**config.mk**
```make
export PLATFORM = sky130hd
export DESIGN_NAME = pipe_stall_ctrl
export DESIGN_NICKNAME = d
export VERILOG_FILES = /design/src/rtl/pipe_stall_ctrl_pkg.sv /design/src/rtl/pipe_stall_ctrl_multi_cycle_seq.sv /design/src/rtl/pipe_stall_ctrl.sv
export SDC_FILE = /design/constraint.sdc
export NUM_CORES = 1
export LEC_CHECK = 0
export CAP_MARGIN = 40
export CORE_UTILIZATION = 45
export DETAILED_ROUTE_END_ITERATION = 8
export GPL_ROUTABILITY_DRIVEN = 0
export PLACE_DENSITY = 0.77
export SKIP_LAST_GASP = 1
export SLEW_MARGIN = 20
export SYNTH_ARGS = -nofsm -noshare
export SYNTH_HDL_FRONTEND = slang
export SYNTH_HIERARCHICAL = 1
export SYNTH_SLANG_ARGS = --single-unit
```
**constraint.sdc**
```tcl
create_clock -name clk -period 2 [get_ports clk]
set_input_delay 0.2 -clock clk [delete_from_list [all_inputs] [get_ports clk]]
set_output_delay 0.2 -clock clk [all_outputs]
set_load 0.1 [all_outputs]
```
**src/rtl/pipe_stall_ctrl_pkg.sv**
```systemverilog
// Shared constants for the pipeline stall controller: stall vectors, stop flags, reset level
// and the multi-cycle sequencer state encodings.
package pipe_stall_ctrl_pkg;

  typedef logic [5:0] stall_vec_t;

  localparam stall_vec_t StallNone = 6'b000000;
  localparam stall_vec_t StallId   = 6'b000111;
  localparam stall_vec_t StallEx   = 6'b001111;

  localparam logic Stop      = 1'b1;
  localparam logic NoStop    = 1'b0;
  localparam logic RstEnable = 1'b1;

  localparam logic [0:0] StIdle = 1'b0;
  localparam logic [0:0] StRun  = 1'b1;

endpackage

```
**src/rtl/pipe_stall_ctrl_multi_cycle_seq.sv**
```systemverilog
// Sequencer for multi-cycle EX operations: holds EX for N extra cycles, exposes the step
// index and a done pulse in the final EX cycle.
module pipe_stall_ctrl_multi_cycle_seq
  import pipe_stall_ctrl_pkg::*;
#(
  parameter int unsigned CNT_W = 6
) (
  input  logic             clk,
  input  logic             rst,
  input  logic             ex_multi_start,
  input  logic [CNT_W-1:0] ex_multi_cycles,
  input  logic             ex_multi_annul,
  output logic             ex_stall,
  output logic             ex_busy,
  output logic             ex_done,
  output logic [CNT_W-1:0] ex_cnt
);

  logic [0:0]       state_q, state_d;
  logic [CNT_W-1:0] cnt_q, cnt_d;
  logic [CNT_W-1:0] n_lat_q, n_lat_d;

  logic             stall_raw, busy_raw, done_raw;
  logic [CNT_W-1:0] cnt_raw;

  always_ff @(posedge clk) begin
    if (rst == RstEnable) begin
      state_q <= StIdle;
      cnt_q   <= '0;
      n_lat_q <= '0;
    end else begin
      state_q <= state_d;
      cnt_q   <= cnt_d;
      n_lat_q <= n_lat_d;
    end
  end

  always_comb begin
    state_d   = state_q;
    cnt_d     = cnt_q;
    n_lat_d   = n_lat_q;
    stall_raw = NoStop;
    busy_raw  = 1'b0;
    done_raw  = 1'b0;
    cnt_raw   = '0;
    unique case (state_q)
      StIdle: begin
        // N=0 is an ordinary single-cycle op and never enters RUN
        if (ex_multi_start && (ex_multi_cycles != '0)) begin
          busy_raw  = 1'b1;
          stall_raw = Stop;
          n_lat_d   = ex_multi_cycles;
          cnt_d     = CNT_W'(1);
          state_d   = StRun;
        end
      end
      StRun: begin
        busy_raw = 1'b1;
        cnt_raw  = cnt_q;
        if (ex_multi_annul) begin
          state_d = StIdle;
          cnt_d   = '0;
        end else if (cnt_q < n_lat_q) begin
          stall_raw = Stop;
          cnt_d     = cnt_q + CNT_W'(1);
        end else begin
          done_raw = 1'b1;
          state_d  = StIdle;
          cnt_d    = '0;
        end
      end
      default: begin
        state_d = StIdle;
        cnt_d   = '0;
      end
    endcase
  end

  // Outputs are held low for the whole reset cycle, including a mid-sequence reset.
  assign ex_stall = (rst == RstEnable) ? NoStop : stall_raw;
  assign ex_busy  = (rst == RstEnable) ? 1'b0   : busy_raw;
  assign ex_done  = (rst == RstEnable) ? 1'b0   : done_raw;
  assign ex_cnt   = (rst == RstEnable) ? '0     : cnt_raw;

endmodule

```
**src/rtl/pipe_stall_ctrl.sv**
```systemverilog
// Pipeline stall controller: merges the ID-stage stall request with the multi-cycle EX
// sequencer into the 6-bit stall vector (bit0 pc .. bit5 WB).
module pipe_stall_ctrl
  import pipe_stall_ctrl_pkg::*;
#(
  parameter int unsigned CNT_W = 6
) (
  input  logic             clk,
  input  logic             rst,
  input  logic             stallreq_from_id,
  input  logic             ex_multi_start,
  input  logic [CNT_W-1:0] ex_multi_cycles,
  input  logic             ex_multi_annul,
  output logic [5:0]       stall,
  output logic             ex_busy,
  output logic             ex_done,
  output logic [CNT_W-1:0] ex_cnt
);

  logic ex_stall;

  pipe_stall_ctrl_multi_cycle_seq #(
    .CNT_W (CNT_W)
  ) u_seq (
    .clk             (clk),
    .rst             (rst),
    .ex_multi_start  (ex_multi_start),
    .ex_multi_cycles (ex_multi_cycles),
    .ex_multi_annul  (ex_multi_annul),
    .ex_stall        (ex_stall),
    .ex_busy         (ex_busy),
    .ex_done         (ex_done),
    .ex_cnt          (ex_cnt)
  );

  always_comb begin
    stall = StallNone;
    if (rst == RstEnable) begin
      stall = StallNone;
    end else if (ex_stall == Stop) begin
      stall = StallEx;
    end else if (stallreq_from_id) begin
      stall = StallId;
    end
  end

endmodule

```
==> key figures, run 1 <==
Synth
  – Post-synth ARST share: 0%
  – Post-Syn Area: 831 um^2
  – Ys Warns: 6
  – Yosys top cell by area: dfxtp_1
  – Library cells used by synthesis: 34
  – Register area share after synthesis: 31.3%
  – Top cells by count, synth: dfxtp_1 (13), nor2_1 (11), nand2_1 (7)
  – Synth area leaders: dfxtp_1 (31%), ha_1 (9.0%), mux2i_1 (7.2%)
  – Flops & latches, synth: 13
  – Synthesized instance count: 97
  – Top-count cell post-synth: dfxtp_1
  – EDFF count, synth: 0
  – Post-synth top flop: dfxtp_1
  – Mapped Avg Cell Area: around 8.6 um^2
  – Top-area cell type share of the netlist area: between 30% and 40%

Finish
  – Share of post-route cells with drive strength above 1: 52.4%
  – Antenna diode count: 0
  – Finished Layout Cells: between 150 and 200
  – Area delta synth->final: 82.7%
  – Layout net count: 161

Setup path
  – CP max FO: 3
  – Reg2reg setup slack: 0 ns
  – R2R cell count: 8
  – RR Startpoint: u_seq/n_lat_q[2]$_SDFFE_PP0P_
  – Worst Path Class, Setup: reg -> out
  – R2R Path End: u_seq/cnt_q[4]$_SDFFE_PP0P_
  – Worst setup EP type: output port
  – Data required, critical path: 1.80 ns
  – CP arrival: 2.05 ns
  – Startpoint types: flop

Global route
  – Global Route Usage Sum: 25.9%
  – Vias in the first global route: 805
  – Largest net degree at the start of global routing: 13
  – Initial antenna violation count: 0
  – First-pass GRT wire length: between 3000 and 4000 um
  – GR Overflow Total: 0

Hold path
  – Hold Startpoint: ex_multi_cycles[1]
  – HP Class: in -> reg
  – Hold depth: 3
  – Endpoint with the worst hold slack: u_seq/n_lat_q[1]$_SDFFE_PP0P_

Clock tree
  – CTS Buf Count: 3
  – CTS tree: built
  – Clk sinks: 13
  – H-tree levels: 1
  – Worst-skew pair later-pin latency: 0.29 ns
  – CTS root buf: clkbuf_4
  – Cts hold-fix bufs: 0
  – Worst-path clk slew: 0.10 ns
  – Clock tree buffer depth: 2

Drt
  – Remaining antenna violation count: 0
  – Metal-1 WL: 1050 um
  – Wirelength per Cell: 17.0 um
  – Vias: 929
  – DR iter-0 viols: 26
  – Final WL: 2850 um
  – Pre-Repair DR Iteration Count: 4
  – Residual DRC count: 0
  – Met3 wire length: 126 um
  – Top layer in use: met4
  – Via-per-instance ratio: around 5.5
  – Met2 WL post-DR: between 1500 and 2000 um

Power and ir drop
  – VDD IR-drop max: 0.430 mV
  – Tot Pwr: 782 uW
  – Power density over the cells: 515 nW/um^2
  – Leak pwr: around 0.65 nW

STA
  – Final setup fails: 8
  – Fin crit period: 2.25 ns
  – Worst hold slack: between 0.2 and 0.25 ns
  – Final Max Slew Viols: 0
  – FMAX: 444 MHz
  – Clk_skew: 0.00863 ns
  – Endpoints failing hold: 0
  – Final period util: 113%
  – Unrepaired setup endpoints after global routing: true
  – Final WS setup: -0.251 ns

Floorplanning
  – FP Rows: 15
  – Die Area: between 2000 and 2500 um^2
  – Chip width: ~45 um
  – # IOs: 25
  – Total core area: 1730 um^2
  – Initial core utilization: 48.1%
  – DIE HEIGHT: 45.0 um

Run status
  – Violated checks: setup timing
  – Status: finished with violations

Placed design
  – IO Port Bufs: 22
  – Inst Count DP: between 150 and 200
  – DPL Wire Length: 1690 um

Run
  – Max Cap Viol: 0
-- metal layers --
metal / vias up / track usage (%)
met5: - / 0
met4: 0 / 13.9
met3: 12 / 2.80
met2: 40 / 48.4
met1: 451 / 28.1
li1: 426 / -
-- area by class of cell --
type / count / area [um^2]
multi-input combinational: 73 / 648
timing repair buffer: 47 / 517
sequential: 13 / 272
fill: 90 / 209
tap: 25 / 31.3
clock buffer: 3 / 22.5
inverter: 6 / 22.5
clock inverter: 1 / 5.00
-- cells by family after synthesis --
logic type      synth area share (%)
buf+inv                         8.28
flops                           31.3
fa+ha+maj                       9.04
simple gates                    27.0
other cells                    0.451
compound gates                  16.7
mux                             7.23
-- power by group --
part | switching [mW] | leakage [nW] | internal, mW | total [mW]
clock | 0.108 | 0.0177 | 0.0744 | 0.183
sequential | 0.0125 | 0.110 | 0.272 | 0.284
combinational | 0.176 | 0.521 | 0.140 | 0.315
total | 0.297 | 0.648 | 0.486 | 0.782
-- critical path: stages, from the launching register on --
cell and delay, ns:
dfxtp_4 0.37, ha_4 0.25, a21oi_4 0.14, or2_4 0.16, o2111ai_4 0.12, a211oi_4 0.31, o21ba_4 0.23, buf_12 0.18
-- worst max-delay path by stage --
stage	from	end	slack (ns)	cells past startpoint
4_1_cts	u_seq/cnt_q[3]$_SDFFE_PP0P_	stall[2]	-0.22	7
5_1_grt	u_seq/n_lat_q[2]$_SDFFE_PP0P_	stall[2]	-0.33	8
3_3_place_gp	ex_multi_cycles[0]	stall[0]	-0.24	7
2_1_floorplan	u_seq/n_lat_q[3]$_SDFFE_PP0P_	stall[1]	-0.08	8
3_5_place_dp	ex_multi_cycles[1]	stall[2]	-0.29	7
6_report	u_seq/cnt_q[3]$_SDFFE_PP0P_	stall[2]	-0.25	7
-- cell usage in the layout, fill, tap and decap left out, drive strengths merged, types with 2 or more instances in the layout --
cell type	n
and2	6
nor3	6
or2	2
clkdlybuf4s50	6
a211o	3
clkbuf	3
nor2	11
buf	39
mux2i	6
nand3	2
conb	2
inv	6
a21oi	3
o2111ai	2
nor2b	2
dfxtp	13
nand2	7
ha	6
o21bai	2
-- metrics by stage --
stage / setup slack (ns) / cell area, um^2 / utilization [%] / TNS, ns
floorplan: -0.0774 / 956 / - / -0.185
global placement: -0.245 / 1350 / 78.4 / -1.16
detailed placement: -0.292 / 1350 / 78.4 / -1.97
CTS: -0.219 / 1460 / 84.8 / -0.867
global route: -0.330 / 1520 / 87.9 / -1.72
finish: -0.251 / 1520 / 87.9 / -1.15
-- flip-flops by register name (all words and copies together) (netlist names) --
| register | cells |
|---|---|
| u_seq/state_q | 1 |
| u_seq/n_lat_q | 6 |
| u_seq/cnt_q | 6 |
-- timing repair --
action	4_1_cts	5_1_grt
gates resized for setup	18	4
endpoints found under the setup margin	6	9
cloned	0	0
pin swaps	13	9
endpoints found under the hold margin	0	0
setup buffers	8	4
Power figures use the tool's default switching activity.
==> run 2: changes to the inputs <==
--- a/config.mk
+++ b/config.mk
@@ -10,6 +10,7 @@
 export DETAILED_ROUTE_END_ITERATION = 8
 export GPL_ROUTABILITY_DRIVEN = 0
 export PLACE_DENSITY = 0.77
+export REMOVE_ABC_BUFFERS = 1
 export SKIP_LAST_GASP = 1
 export SLEW_MARGIN = 20
 export SYNTH_ARGS = -nofsm -noshare
==> run 2 against run 1 <==
  * The run still ends with setup timing left
  * Fmax down 0.33%
  * Flip-flop and latch count unchanged
  * Register-to-register slack worse by 0.02 ns
  * Via count up 7.3%
  * Worst hold slack better by 0.13 ns
  * Worst setup slack worse by 0.0074 ns
  * Cell area up 3.5%
  * Cell count up 3.6%
  * Critical path type unchanged
==> key figures, run 2 (same netlist as run 1, synthesis figures left out) <==
Power and ir drop
  – Tot Pwr: 801 uW (+2.4%)
  – Power density over the cells: 510 nW/um^2 (-1.0%)
  – VDD IR-drop max: 0.508 mV (+18%)
  – Leak pwr: 0.678 nW (+4.6%)

Drt
  – Top layer in use: met4
  – Remaining antenna violation count: 0 (unchanged)
  – Residual DRC count: 0 (unchanged)
  – Wirelength per Cell: 18.8 um (+11%)
  – DR iter-0 viols: 53 (+100%)
  – Met2 WL post-DR: 1540 um (-1.8%)
  – Via-per-instance ratio: 5.73 (+3.6%)
  – Vias: 997 (+7.3%)
  – Final WL: 3270 um (+15%)
  – Metal-1 WL: 1270 um (+20%)
  – Pre-Repair DR Iteration Count: 4 (unchanged)
  – Met3 wire length: 276 um (+120%)

STA
  – Final Max Slew Viols: 0 (unchanged)
  – Fin crit period: 2.26 ns (+0.00743 ns)
  – FMAX: 443 MHz (-0.33%)
  – Clk_skew: 0.00202 ns (-0.00661 ns)
  – Final period util: 113% (+0.37 points)
  – Final WS setup: -0.258 ns (-0.00743 ns)
  – Unrepaired setup endpoints after global routing: true
  – Final setup fails: 8 (unchanged)
  – Endpoints failing hold: 0 (unchanged)

Setup path
  – Startpoint types: flop
  – CP max FO: 3 (unchanged)
  – Data required, critical path: 1.80 ns (about the same)
  – Worst setup EP type: output port
  – CP startpoint: u_seq/n_lat_q[3]$_SDFFE_PP0P_
  – Critical Path Max Stage Delay: 0.36 ns (about the same)
  – Worst Path Class, Setup: reg -> out
  – Critical path's top delay family: compound AO/OA/AOI/OAI gates
  – WP buf/inv: 2 (+1)
  – Cell Chain, Critical Path: inv_2, ha_4, a21oi_4, or2_4, o2111ai_4, a211oi_4, o21ba_4, buf_12
  – RR Startpoint: u_seq/n_lat_q[2]$_SDFFE_PP0P_
  – CP arrival: 2.06 ns (about the same)
  – Worst path slowest cell: dfxtp_2

Global route
  – Global Route Usage Sum: 29.5% (+3.5 points)
  – Initial antenna violation count: 0 (unchanged)
  – GR Overflow Total: 0 (unchanged)
  – First-pass GRT wire length: 4150 um (+15%)
  – Largest net degree at the start of global routing: 9 (-4)
  – Vias in the first global route: 919 (+14%)

Placed design
  – IO Port Bufs: 22 (unchanged)
  – DP Area: 1330 um^2 (-2.1%)
  – DPL Wire Length: 1690 um (+0.15%)

Clock tree
  – Worst-skew pair later-pin latency: 0.29 ns (about the same)
  – Clock tree buffer depth: 2 (unchanged)
  – H-tree levels: 1 (unchanged)
  – Worst-path clk slew: 0.09 ns (about the same)
  – CTS Buf Count: 3 (unchanged)
  – CTS root buf: clkbuf_4
  – Cts hold-fix bufs: 0 (unchanged)
  – Clk sinks: 13 (unchanged)
  – CTS tree: built

Floorplanning
  – DIE HEIGHT: 45.0 um (unchanged)
  – Total core area: 1730 um^2 (unchanged)
  – Chip width: 45.0 um (unchanged)
  – Die Area: 2020 um^2 (unchanged)
  – # IOs: 25 (unchanged)
  – Initial core utilization: 48.1% (unchanged)
  – FP Rows: 15 (unchanged)

Finish
  – Area delta synth->final: 89.0%
  – Register area: 268 um^2 (-1.4%)
  – Antenna diode count: 0 (unchanged)
  – Highest-count cells in the layout ignoring fill and taps: buf_4 (31), buf_12 (12), nor2_1 (10)
  – Area taken by multi-input logic gates: 653 um^2 (+0.77%)
  – Fill cell count: 71 (-21%)
  – Biggest regs: u_seq/cnt_q: 6 flops, u_seq/n_lat_q: 6 flops, u_seq/state_q: 1 flops
  – Most common cell after layout, fill and taps aside: buf_4
  – Layout net count: 167 (+3.7%)
  – Final Cell Area: 1570 um^2 (+3.5%)
  – Share of post-route cells with drive strength above 1: 52.3% (-0.099 points)

Hold path
  – Hold Startpoint: ex_multi_cycles[2]
  – HP Class: in -> reg

Run
  – Max Cap Viol: 0 (unchanged)

Run status
  – Status: finished with violations
  – Violated checks: setup timing
-- run 2: cell types whose count changed in the layout (fill, tap and decap cells not counted), sizes merged --
cell | before | now
buf | 39 | 43
clkbuf | 3 | 4
clkinv | 1 | 0
dlygate4sd2 | 1 | 3
-- run 2: metal layers --
metal	GRT usage (%)	vias up
li1	-	436
met1	30.8	464
met2	53.6	78
met3	6.00	19
met4	17.6	0
met5	0	-
-- run 2: area by class of cell --
class                      count  share of cell area [%]
multi-input combinational     73                    41.6
timing repair buffer          53                    36.3
sequential                    13                    17.1
tap                           25                    1.99
clock buffer                   4                    1.67
inverter                       6                    1.43
-- run 2: stage by stage --
step	setup WS (ns)	TNS (ns)	std cells	hold WS (ns)	utilization (%)
4_1_cts	-0.209	-0.904	170	0.306	85.8
2_1_floorplan	-1.74	-6.29	92	0.272	-
6_report	-0.258	-1.37	174	0.343	90.9
3_3_place_gp	-0.288	-1.17	161	0.476	76.7
3_5_place_dp	-0.366	-2.25	161	0.518	76.7
5_1_grt	-0.339	-1.92	174	0.377	90.9
-- run 2: report_power, final --
group	total, mW	leakage (nW)	switching (mW)	internal (mW)
clock network	0.177	0.0150	0.0995	0.0777
registers	0.284	0.109	0.0107	0.273
logic	0.340	0.555	0.192	0.148
-- run 2: path summary, 6_finish.rpt --
| kind | end | slack (ns) | cells after the start |
|---|---|---|---|
| hold / removal | u_seq/n_lat_q[2]$_SDFFE_PP0P_ | 0.34 | 3 |
| hold reg to reg | u_seq/n_lat_q[5]$_SDFFE_PP0P_ | 0.61 | 3 |
| setup / recovery | stall[2] | -0.26 | 8 |
| setup reg to reg | u_seq/cnt_q[5]$_SDFFE_PP0P_ | -0.02 | 8 |
-- run 2: what timing repair did --
| item | CTS | global route |
|---|---|---|
| endpoints found under the hold margin | 0 | 0 |
| setup endpoints to repair | 6 | 10 |
| gates cloned | 0 | 0 |
| gates resized for setup | 26 | 11 |
| buffers inserted | 5 | 4 |
| pin swaps | 12 | 9 |
-- run 2: tightest hold or removal path: stages --
cell and delay (ns):
dlygate4sd2_1 0.22, mux2i_1 0.08, nor2_1 0.09
